`config.mk`:
```
export PLATFORM = sky130hd
export DESIGN_NAME = ilm_flat
export DESIGN_NICKNAME = d
export VERILOG_FILES = /design/src/rtl/ilm_if.sv /design/src/rtl/ilm.sv /design/src/flat_wrapper.sv
export SDC_FILE = /design/constraint.sdc
export NUM_CORES = 1
export LEC_CHECK = 0
export BUFFER_PORTS_ARGS = -buffer_cell sky130_fd_sc_hd__clkbuf_2
export CAP_MARGIN = 20
export CORE_MARGIN = 10
export CORE_UTILIZATION = 40
export DETAILED_ROUTE_END_ITERATION = 16
export GPL_TIMING_DRIVEN = 1
export PLACE_DENSITY = 0.66
export SETUP_SLACK_MARGIN = 0.2
export SLEW_MARGIN = 20
export SYNTH_ARGS = -nofsm -noshare
export SYNTH_HDL_FRONTEND = slang
export SYNTH_SLANG_ARGS = --single-unit
export TNS_END_PERCENT = 1
```
`constraint.sdc`:
```
create_clock -name clk -period 0.8 [get_ports clk]
set_input_delay 0.24 -clock clk [delete_from_list [all_inputs] [get_ports clk]]
set_output_delay 0.24 -clock clk [all_outputs]
set_load 0.1 [all_outputs]
```
`src/rtl/ilm_if.sv`:
```
// Operand/result bundle for the ILM approximate multiplier.
// The master drives the operands; the slave returns the registered product.
interface ilm_if;
  logic [8:0]  in1;
  logic [8:0]  in2;
  logic [16:0] product;
  logic        carry;

  modport master (output in1, in2, input product, carry);
  modport slave  (input in1, in2, output product, carry);
endinterface

```
`src/rtl/ilm.sv`:
```
// Improved Logarithmic Multiplier: signed 9x9 approximate multiply.
// Each operand is rounded to its nearest power of two, with a single output register.

module ilm_op (
  input  logic [8:0] a,
  output logic [8:0] mag,
  output logic [3:0] r,
  output logic [9:0] q
);
  logic [3:0] k;
  logic       up;
  logic [9:0] pw;

  always_comb begin
    // -256 negates to 9'h100, which still reads correctly as an unsigned magnitude.
    mag = a[8] ? (~a + 9'd1) : a;
    k   = '0;
    up  = 1'b0;
    for (int i = 1; i < 9; i++) begin
      if (mag[i]) begin
        k  = 4'(i);
        up = mag[i-1];
      end
    end
    // Bit just below the leading one decides round-up; ties go up.
    r  = k + {3'b0, up};
    pw = 10'd1 << r;
    q  = {1'b0, mag} - pw;
  end
endmodule

module ilm (
  input  logic  clk,
  input  logic  rst_n,
  ilm_if.slave  bus
);
  localparam int NUM_LANES = 2;

  logic [NUM_LANES-1:0][8:0] opnd;
  logic [NUM_LANES-1:0][8:0] mag;
  logic [NUM_LANES-1:0][3:0] r;
  logic [NUM_LANES-1:0][9:0] q;

  assign opnd = {bus.in2, bus.in1};

  generate
    for (genvar g = 0; g < NUM_LANES; g++) begin : g_lane
      ilm_op u_op (.a(opnd[g]), .mag(mag[g]), .r(r[g]), .q(q[g]));
    end
  endgenerate

  logic signed [19:0] q1x, q2x, p, res;
  logic [4:0]         rsum;
  logic               sgn, zero, ovf;

  always_comb begin
    q1x  = {{10{q[0][9]}}, q[0]};
    q2x  = {{10{q[1][9]}}, q[1]};
    // r1+r2 reaches 16, so the shift amount needs 5 bits.
    rsum = {1'b0, r[0]} + {1'b0, r[1]};
    p    = (20'sd1 <<< rsum) + (q1x <<< r[1]) + (q2x <<< r[0]);
    sgn  = bus.in1[8] ^ bus.in2[8];
    zero = (mag[0] == '0) || (mag[1] == '0);
    res  = sgn ? -p : p;
    ovf  = (res > 20'sd65535) || (res < -20'sd65536);
    if (zero) begin
      res = '0;
      ovf = 1'b0;
    end
  end

  always_ff @(posedge clk or negedge rst_n) begin
    if (!rst_n) begin
      bus.product <= '0;
      bus.carry   <= 1'b0;
    end else begin
      bus.product <= res[16:0];
      bus.carry   <= ovf;
    end
  end
endmodule

```
`src/flat_wrapper.sv`:
```
// flat-port wrapper written by rule: the top's interface ports become plain ports
module ilm_flat 
  (clk, rst_n, bus_in1, bus_in2, bus_product, bus_carry);
  ilm_if bus_i ();
  input  logic clk;
  input  logic rst_n;
  input wire logic [$bits(bus_i.in1)-1:0] bus_in1;
  input wire logic [$bits(bus_i.in2)-1:0] bus_in2;
  output wire logic [$bits(bus_i.product)-1:0] bus_product;
  output wire logic [$bits(bus_i.carry)-1:0] bus_carry;
  assign bus_i.in1 = bus_in1;
  assign bus_i.in2 = bus_in2;
  assign bus_product = bus_i.product;
  assign bus_carry = bus_i.carry;
  ilm u_core (.clk(clk), .rst_n(rst_n), .bus(bus_i));
endmodule
```
==> impl_metrics.ini <==
[status]
status = complete, but fails checks
violations = hold timing, setup timing

[clocking]
htreeDepth = 1
root_buffer = clkbuf_16
cts_buffers = 3
clkSinkCount = 18
cts_tree = built
clk_pin_slew_ns = 0.05
clockBufferDepth = 2

[finish]
area_delta_synth_final_pct = 64.7
fin_area_mm2 = 0.0104
fin_util = 0.680
fill_cells = 1233
antenna_cells = 0
multiInputGateArea_mm2 = 0.00631
register_area_um2 = 450
final_cell_mix = buf_4, nand2_1, nor2_1
layout-drive-gt1-share = 0.437
nets = 1326
layout_commonest_cell = buf_4

[floorplanning]
coreArea_mm2 = 0.0153
die_h_um = 146
chipWidth_um = 146
die_area_mm2 = 0.0212
ios = 38
start_util = 0.413
rows = 45

[global_routing]
antenna_found_initial = 0
grt_pass1_wl_um = 37900
grt_max_degree = 24
grt_pass1_vias = 7947
grt_use_total = 0.204
grt-ovfl-total = 0

[placement]
place_area_mm2 = 0.00962
io_buffers = 37
finalWeightedCongestion = 0.993
dpl.hpwl_um = 18500

[timing]
finalCritPeriodShare = 10.7
max_clock_freq_mhz = 117
holdWs_ns = -0.0800
fin_crit_ns = 8.57
drv_slew = 0
finalSetupTns_ns = -117.23
slew_headroom = 0.392
finalHoldViolCount = 18
rsz0062_at_grt = yes
finalSetupViolations = 36
setup_slack_ns = -7.77
worst_slew_pin_slew_ns = 0.906

[flow_run]
maxCapViolCount = 0

[detailed_routing]
drcViolationCount = 0
avgViaCountPerCell = 5.56
wire_per_inst_um = 15.9
drtIter0Drc = 612
wirelength_um = 23000
vias = 8065
postRouteAntennaNets = 0
drtPass1Iterations = 7

[yosys]
synth_area_mm2 = 0.00632
postSynthRegisterBits = 18
syn_area_per_cell_um2 = 6.98
syn-num-nets = 991
synth_compound_area_frac = 0.280
synthFlopType = dfrtp_1
synthAdderAreaFrac = 0.160
seq_area_frac_synth = 0.0713
synth_cell_types = 87
synthXorXnorAreaFrac = 0.0956
yosysWarningCount = 0
synth_edf_count = 0
synthMuxAreaShare = 0.0465
synthArstFlopShare = 1.00
synth_top_family_by_area = simple AND/OR/NAND/NOR gates
synth-simple-area-share = 0.284
syn_inst = 905

[setup_path]
worstSetupPathType = in2reg
crit_fanout = 7
end_kind = flip-flop
crit_arrival_ns = 8.73
worst_setup_path_start_kind = input port
critPathRequiredTime_ns = 0.96
slowest_delay_ns = 0.45
cp_slowest_cell = fa_1

[worst_hold_path]
hp-class = in2async
==> worst max-delay path: cells and delay by family <==
kind / cells / cell delay, ns
compound gates: 12 / 1.99
xor+xnor: 5 / 0.96
fa+ha+maj: 7 / 1.80
buf+inv: 6 / 0.63
mux: 1 / 0.24
simple gates: 15 / 2.89
==> area by class of cell <==
cell class	instances	share of cell area
multi-input cells	784	0.607
inverters	58	0.0221
flip-flops and latches	18	0.0433
clock buffers	4	0.00854
well taps	211	0.0254
repair buffers	375	0.294
==> metal layers <==
metal | GRT usage | wire (um)
met5 | 0 | 0
met4 | 0.0632 | 665
met3 | 0.0202 | 1310
met2 | 0.349 | 11000
met1 | 0.262 | 10000
==> final timing paths <==
path | from | endpoint | slack, ns
max | bus_in1[1] | u_core.bus.carry | -7.77
min | rst_n | u_core.bus.carry | -0.08
max in group asynchronous | rst_n | u_core.bus.product[3] | 0.58
min in group clk | bus_in1[8] | u_core.bus.product[1] | 0.92
==> timing repair <==
action,CTS,global route
endpoints found under the setup margin,36,36
cloned,0,0
endpoints found under the hold margin,18,18
pin swaps,54,43
setup buffers,11,4
gates resized for setup,61,61
==> registers in the layout (all words and copies together) (netlist names) <==
name	count
u_core.bus.carry	1
u_core.bus.product	17
==> Yosys cell counts (7+ instances only) <==
cell / instances / share of area
nand2b_1: 15 / 0.015
o22ai_1: 8 / 0.0079
a211oi_1: 10 / 0.012
inv_1: 55 / 0.033
nand2_1: 106 / 0.063
nor3b_1: 7 / 0.0083
or3_1: 16 / 0.016
o31ai_1: 16 / 0.019
and2_1: 10 / 0.0099
nand4_1: 10 / 0.0099
mux2i_1: 20 / 0.032
a31oi_1: 8 / 0.0079
nor2_1: 90 / 0.053
or4_1: 7 / 0.0083
nor3_1: 27 / 0.021
ha_1: 43 / 0.085
clkbuf_1: 36 / 0.021
fa_1: 23 / 0.073
a21o_1: 18 / 0.021
o211ai_1: 9 / 0.011
nor2b_1: 8 / 0.0079
xor2_1: 27 / 0.037
dfrtp_1: 18 / 0.071
xnor2_1: 42 / 0.058
nand3_1: 25 / 0.020
nor4_1: 7 / 0.0069
o21ai_0: 51 / 0.040
a21oi_1: 62 / 0.049
==> cells by family (layout without fill, tap and decap cells) <==
kind of cell,Yosys count,in the layout
xor+xnor,69,69
mux,27,27
fa+ha+maj,67,67
compound gates,259,259
simple gates,362,362
buf+inv,103,437
flops,18,18
==> per-stage QoR <==
step	cells	worst slack (ns)
after floorplan	905	-7.91
after global placement	1431	-8.07
after detailed placement	1431	-8.21
after CTS	1446	-7.60
after global routing	1450	-8.12
final	1450	-7.77
Power is not shown: default switching activity piles up to over one toggle a cycle in this logic, so the estimate is an artifact.
